[src/rtl/layer_mac_sequencer.sv]
// ---------------------------------------------------------------------------
// layer_mac_sequencer
//
// Control FSM for one fully-connected layer. For every neuron it clears the
// accumulator, issues one MAC beat per input (plus an optional bias beat),
// requests activation, then writes the activated value to output slot
// out_idx. A single done pulse closes the pass.
//
// All state and outputs update on the falling edge of clk. Every output is a
// flop whose next value is decoded from the next state, so outputs change
// together with the state and never glitch.
//
// Optional feature macro: LAYER_BIAS_EN
//   defined   : one extra MAC beat per neuron with in_idx = N_IN, bias_sel = 1
//   undefined : bias_sel is constant 0, N_IN beats per neuron
//
// Ports:
//   clk       clock (negedge active)
//   rst       synchronous active-high reset
//   start     begin a layer pass (sampled only in IDLE)
//   mac_ack   MAC beat complete (counted only in MAC)
//   act_ack   activation result valid (counted only in ACT)
//   busy      pass in progress
//   done      one-cycle pulse at the end of a pass
//   acc_clr   clear accumulator
//   mac_req   request MAC beat for (out_idx, in_idx)
//   act_req   request activation of the accumulator
//   wr_en     write activated value to output slot out_idx
//   bias_sel  MAC operand is the bias rather than an input
//   in_idx    current input index
//   out_idx   current neuron index
// ---------------------------------------------------------------------------
module layer_mac_sequencer #(
    parameter int N_IN  = 2,
    parameter int N_OUT = 2,
    parameter int IDX_W = 2
) (
    input  logic             clk,
    input  logic             rst,
    input  logic             start,
    input  logic             mac_ack,
    input  logic             act_ack,
    output logic             busy,
    output logic             done,
    output logic             acc_clr,
    output logic             mac_req,
    output logic             act_req,
    output logic             wr_en,
    output logic             bias_sel,
    output logic [IDX_W-1:0] in_idx,
    output logic [IDX_W-1:0] out_idx
);

    typedef enum logic [2:0] {
        S_IDLE,
        S_CLR,
        S_MAC,
        S_ACT,
        S_WRITE,
        S_DONE
    } state_t;

`ifdef LAYER_BIAS_EN
    // The bias beat is one extra beat after the last real input.
    localparam int               LAST_BEAT = N_IN;
    localparam logic [IDX_W-1:0] BIAS_IDX  = IDX_W'(N_IN);
`else
    localparam int               LAST_BEAT = N_IN - 1;
`endif
    localparam logic [IDX_W-1:0] IN_LAST  = IDX_W'(LAST_BEAT);
    localparam logic [IDX_W-1:0] OUT_LAST = IDX_W'(N_OUT - 1);

    state_t           state_reg, state_next;
    logic [IDX_W-1:0] in_idx_reg, in_idx_next;
    logic [IDX_W-1:0] out_idx_reg, out_idx_next;
    logic             busy_reg, busy_next;
    logic             done_reg, done_next;
    logic             acc_clr_reg, acc_clr_next;
    logic             mac_req_reg, mac_req_next;
    logic             act_req_reg, act_req_next;
    logic             wr_en_reg, wr_en_next;
    logic             bias_sel_reg, bias_sel_next;

    always_ff @(negedge clk) begin
        if (rst) begin
            state_reg    <= S_IDLE;
            in_idx_reg   <= '0;
            out_idx_reg  <= '0;
            busy_reg     <= 1'b0;
            done_reg     <= 1'b0;
            acc_clr_reg  <= 1'b0;
            mac_req_reg  <= 1'b0;
            act_req_reg  <= 1'b0;
            wr_en_reg    <= 1'b0;
            bias_sel_reg <= 1'b0;
        end else begin
            state_reg    <= state_next;
            in_idx_reg   <= in_idx_next;
            out_idx_reg  <= out_idx_next;
            busy_reg     <= busy_next;
            done_reg     <= done_next;
            acc_clr_reg  <= acc_clr_next;
            mac_req_reg  <= mac_req_next;
            act_req_reg  <= act_req_next;
            wr_en_reg    <= wr_en_next;
            bias_sel_reg <= bias_sel_next;
        end
    end

    always_comb begin
        state_next   = state_reg;
        in_idx_next  = in_idx_reg;
        out_idx_next = out_idx_reg;

        case (state_reg)
            S_IDLE: begin
                if (start) begin
                    state_next   = S_CLR;
                    in_idx_next  = '0;
                    out_idx_next = '0;
                end
            end
            S_CLR: begin
                state_next  = S_MAC;
                in_idx_next = '0;
            end
            S_MAC: begin
                // No ack means stall: everything holds.
                if (mac_ack) begin
                    if (in_idx_reg < IN_LAST) begin
                        in_idx_next = in_idx_reg + 1'b1;
                    end else begin
                        state_next = S_ACT;
                    end
                end
            end
            S_ACT: begin
                if (act_ack) begin
                    state_next = S_WRITE;
                end
            end
            S_WRITE: begin
                if (out_idx_reg == OUT_LAST) begin
                    state_next = S_DONE;
                end else begin
                    state_next   = S_CLR;
                    out_idx_next = out_idx_reg + 1'b1;
                    in_idx_next  = '0;
                end
            end
            S_DONE: begin
                state_next   = S_IDLE;
                in_idx_next  = '0;
                out_idx_next = '0;
            end
            default: begin
                state_next   = S_IDLE;
                in_idx_next  = '0;
                out_idx_next = '0;
            end
        endcase

        // Moore decode of the next state keeps the strobes mutually exclusive.
        busy_next    = (state_next != S_IDLE);
        done_next    = (state_next == S_DONE);
        acc_clr_next = (state_next == S_CLR);
        mac_req_next = (state_next == S_MAC);
        act_req_next = (state_next == S_ACT);
        wr_en_next   = (state_next == S_WRITE);
`ifdef LAYER_BIAS_EN
        bias_sel_next = (state_next == S_MAC) && (in_idx_next == BIAS_IDX);
`else
        bias_sel_next = 1'b0;
`endif
    end

    assign busy     = busy_reg;
    assign done     = done_reg;
    assign acc_clr  = acc_clr_reg;
    assign mac_req  = mac_req_reg;
    assign act_req  = act_req_reg;
    assign wr_en    = wr_en_reg;
    assign bias_sel = bias_sel_reg;
    assign in_idx   = in_idx_reg;
    assign out_idx  = out_idx_reg;

endmodule

[config.mk]
export PLATFORM = sky130hd
export DESIGN_NAME = layer_mac_sequencer
export DESIGN_NICKNAME = d
export VERILOG_FILES = /design/src/rtl/layer_mac_sequencer.sv
export SDC_FILE = /design/constraint.sdc
export NUM_CORES = 1
export LEC_CHECK = 0
export CORE_MARGIN = 10
export CORE_UTILIZATION = 33
export CTS_CLUSTER_DIAMETER = 30
export DETAILED_ROUTE_END_ITERATION = 8
export PLACE_DENSITY_LB_ADDON = 0.2
export SLEW_MARGIN = 25
export SYNTH_ARGS = -nofsm -noshare
export SYNTH_HDL_FRONTEND = slang
export SYNTH_SLANG_ARGS = --single-unit
[constraint.sdc]
create_clock -name clk -period 1.4 [get_ports clk]
set_input_delay 0.21 -clock clk [delete_from_list [all_inputs] [get_ports clk]]
set_output_delay 0.21 -clock clk [all_outputs]
set_load 0.02 [all_outputs]
# [Word level (Yosys, flattened, before mapping)]
# Cells that the tools add are included.
# W data, S select, Z words.
[word_totals] ff_bits=13 inputBits=5 output_inout_bits=11 elab_cells=46
[op_classes] n_addsub=2 magnitude_cmp=1 n_eq_ne=14 mux=13 bitwise=2 reduce_logical=5
[ops] op="$mux W3" count=5
[ops] op="$pmux W3 S5" count=1
[ops] op="$eq A3 B2 Y1 const B" count=4
[ops] op="$mux W2" count=5
[ops] op="$eq A3 B3 Y1 const B" count=3
[ops] op="$ne A2 B2 Y1 const B" count=4
[ops] op="$pmux W2 S4" count=1
[ops] op="$eq A3 B1 Y1 const B" count=2
[ops] op="$pmux W2 S3" count=1
[ops] op="$reduce_and A5 Y1" count=1
[ops] op="$add A2 B1 Y2 const B" count=2
[ops] op="$logic_not A3 Y1" count=1
[ops] op="$reduce_and A3 Y1" count=1
[ops] op="$reduce_bool A3 Y1" count=1
[ops] op="$reduce_or A3 Y1" count=1
[ops] op="$eq A2 B1 Y1 const B" count=1
[ops] op="$lt A2 B1 Y1 const B" count=1
[ops] op="$not A1 Y1" count=2

# [Depth between registers and ports, before layout]
[depth] word_depth=5 mapped_depth=5 depth_no_buf=5

==> flow_summary.json <==
{
  "totalWireLength_um": 1620,
  "ios": 16,
  "num_rows": 16,
  "largest_register_ff_count": 3,
  "synth_seq_cells": 13,
  "diodes": 0,
  "cellPowerDensity_mw_per_mm2": 914,
  "wl_per_cell_um": 12.2,
  "fin_skew_ps": 21.6,
  "netlist_area_um2": 656,
  "synthSimpleGateAreaFrac": 0.237,
  "grt_max_degree": 11,
  "cp_cell_sequence": "buf_6",
  "antenna_found_initial": 0,
  "utilization": 0.542,
  "start_util": 0.341,
  "synth_area_leaders": "dfxtp_1 (40%), a21oi_1 (3.8%), ha_1 (3.8%), buf_6 (3.4%), inv_1 (3.4%)",
  "arrival_ps": 1510,
  "synth_nets": 75,
  "fp.dieH_um": 64.6,
  "grtUsageTotal": 0.0783,
  "ant_nets": 0,
  "critPathCaptureType": "output port",
  "start_kind": "flip-flop",
  "drive_gt1_frac": 0.538,
  "vdd_ir_drop_max_uv": 524,
  "critical_path_class": "reg2out",
  "crit_fanout": 2,
  "n_fill_cell": 192,
  "cts_buffers": 3,
  "gp_congestion": 0.732,
  "drc": 0,
  "ys_warn_count": 0,
  "synthAdderAreaFrac": 0.0382,
  "vias": 616,
  "violations": "negative setup slack",
  "synth-compound-area-share": 0.193,
  "path_clk_slew_ps": 50,
  "grt_pass1_wl_um": 2620,
  "clock_latency_ps": 350,
  "crit_buf_inv": 1,
  "setup_viol": 10,
  "yosysTopAreaCell": "dfxtp_1",
  "area_growth_pct": 59.0,
  "port_buffers": 14,
  "layout_setup_ws_ps": -317,
  "syn_area_per_cell_um2": 9.64,
  "grt_pass1_vias": 620,
  "cp_data_required_time_ps": 1190,
  "tritoncts": "yes",
  "drt_iter0_markers": 5,
  "vias_per_cell": 4.63,
  "critical_path.top_delay_family": "flip-flops",
  "max_stage_delay_ps": 340,
  "cts_num_sinks": 13,
  "cellLeakagePower_uw": 0.000475,
  "muxShareOfSynthArea": 0.0305,
  "run_status": "complete, but fails checks",
  "synth.distinct_cells": 35,
  "synth_top_cell_area_share": 0.397,
  "dr.pass1.iters": 4,
  "finish.net_count": 114,
  "htreeDepth": 1,
  "drv_slew": 0,
  "rsz0062_at_grt": "yes",
  "synthXorXnorAreaFrac": 0.0134,
  "die_w_um": 64.6,
  "cts_root_buffer": "clkbuf_4",
  "synth_top_family_by_area": "simple AND/OR/NAND/NOR gates",
  "fp.dieArea_mm2": 0.00417,
  "syn_inst": 68,
  "post-place-ws_ps": -746,
  "maxCapViolCount": 0,
  "clockBufferDepth": 2,
  "dpl.hpwl_um": 1150,
  "ys_seq_area_frac": 0.397,
  "core_mm2": 0.00192,
  "hold_viol_final": 0,
  "grt_overflow": 0,
  "slowest_stage": "dfxtp_2",
  "hp-class": "reg2reg"
}
[cells by family (layout without fill, tap and decap cells)]
| group | Yosys count | after routing |
|---|---|---|
| other cells | 1 | 1 |
| buf+inv | 10 | 48 |
| flops | 13 | 13 |
| compound gates | 16 | 16 |
| fa+ha+maj | 2 | 2 |
| simple gates | 23 | 23 |
| xor+xnor | 1 | 1 |
| mux | 2 | 2 |
[synth_stat cells, drive strengths merged]
library cell,n
a211oi,1
a21o,1
a21oi,6
a311o,1
a32oi,1
and2,1
and2b,1
buf,3
clkbuf,1
conb,1
dfxtp,13
ha,2
inv,6
mux2i,2
nand2,1
nand2b,3
nand3,3
nand3b,3
nand4b,1
nand4bb,1
nor2,3
nor2b,1
nor3,2
nor3b,1
o211ai,1
o21a,2
o21ai,2
o21bai,1
or2b,1
or3b,1
xnor2,1
[final timing paths]
check / startpoint / endpoint / cells past startpoint / slack (ps)
setup / recovery: in_idx[1]$_SDFFE_NP0P_ / in_idx[1] / 1 / -320
hold / removal: out_idx[1]$_SDFFE_NP0P_ / out_idx[1]$_SDFFE_NP0P_ / 3 / 600
setup reg to reg: out_idx[1]$_SDFFE_NP0P_ / in_idx[0]$_SDFFE_NP0P_ / 6 / 10
hold reg to reg: out_idx[1]$_SDFFE_NP0P_ / out_idx[1]$_SDFFE_NP0P_ / 3 / 600
[layer usage]
layer / GRT usage / wire length, um / up-vias / part of all wire
met2: 0.121 / 814 / 11 / 0.50
met5: 0 / 0 / - / 0
met4: 0.0588 / 27 / 0 / 0.017
met3: 0.0481 / 95 / 4 / 0.059
met1: 0.0751 / 685 / 291 / 0.42
li1: - / - / 310 / -
[what timing repair did]
action / in CTS / in global routing
pin swaps: 5 / 5
hold buffers: 0 / 0
endpoints found under the setup margin: 23 / 18
setup buffers: 0 / 0
gates resized for setup: 83 / 12
[where the power goes]
part | internal [uW] | switching [uW]
Clock | 152 | 219
Sequential | 392 | 20.5
Combinational | 88.7 | 80.9
Total | 632 | 320
[cells in the final DEF, fill, tap and decap left out, types with 2 or more instances in the layout]
cell type / netlist / routed
a21oi_1: 5 / 5
buf_4: 1 / 10
buf_6: 2 / 12
clkbuf_2: 0 / 2
clkbuf_4: 0 / 3
dfxtp_1: 13 / 2
dfxtp_2: 0 / 11
ha_4: 0 / 2
inv_1: 6 / 16
inv_2: 0 / 3
mux2i_1: 2 / 2
nand2b_1: 3 / 2
nand3_1: 3 / 3
nand3b_1: 3 / 3
nor2_1: 2 / 2
o21a_1: 2 / 2
[layout make-up]
type	count	area, um2	share of cell area
Timing Repair Buffer	26	236	0.227
Tap cell	27	33.8	0.0324
Sequential cell	13	274	0.263
Clock inverter	14	52.6	0.0504
Inverter	5	18.8	0.0180
Multi-Input combinational cell	45	404	0.388
Clock buffer	3	22.5	0.0216
[through the flow]
stage | total power (uW) | cells | hold slack [ps] | TNS [ps] | cell area (um2)
final | 952 | 133 | 597 | -2830 | 1040
after global routing | 1030 | 133 | 626 | -3240 | 1040
after CTS | 967 | 133 | 607 | -2960 | 1010
after detailed placement | 636 | 117 | 597 | -12240 | 912
after global placement | 635 | 117 | 587 | -12130 | 912
after floorplan | 576 | 68 | 520 | -776 | 692
Power figures use the tool's default switching activity.
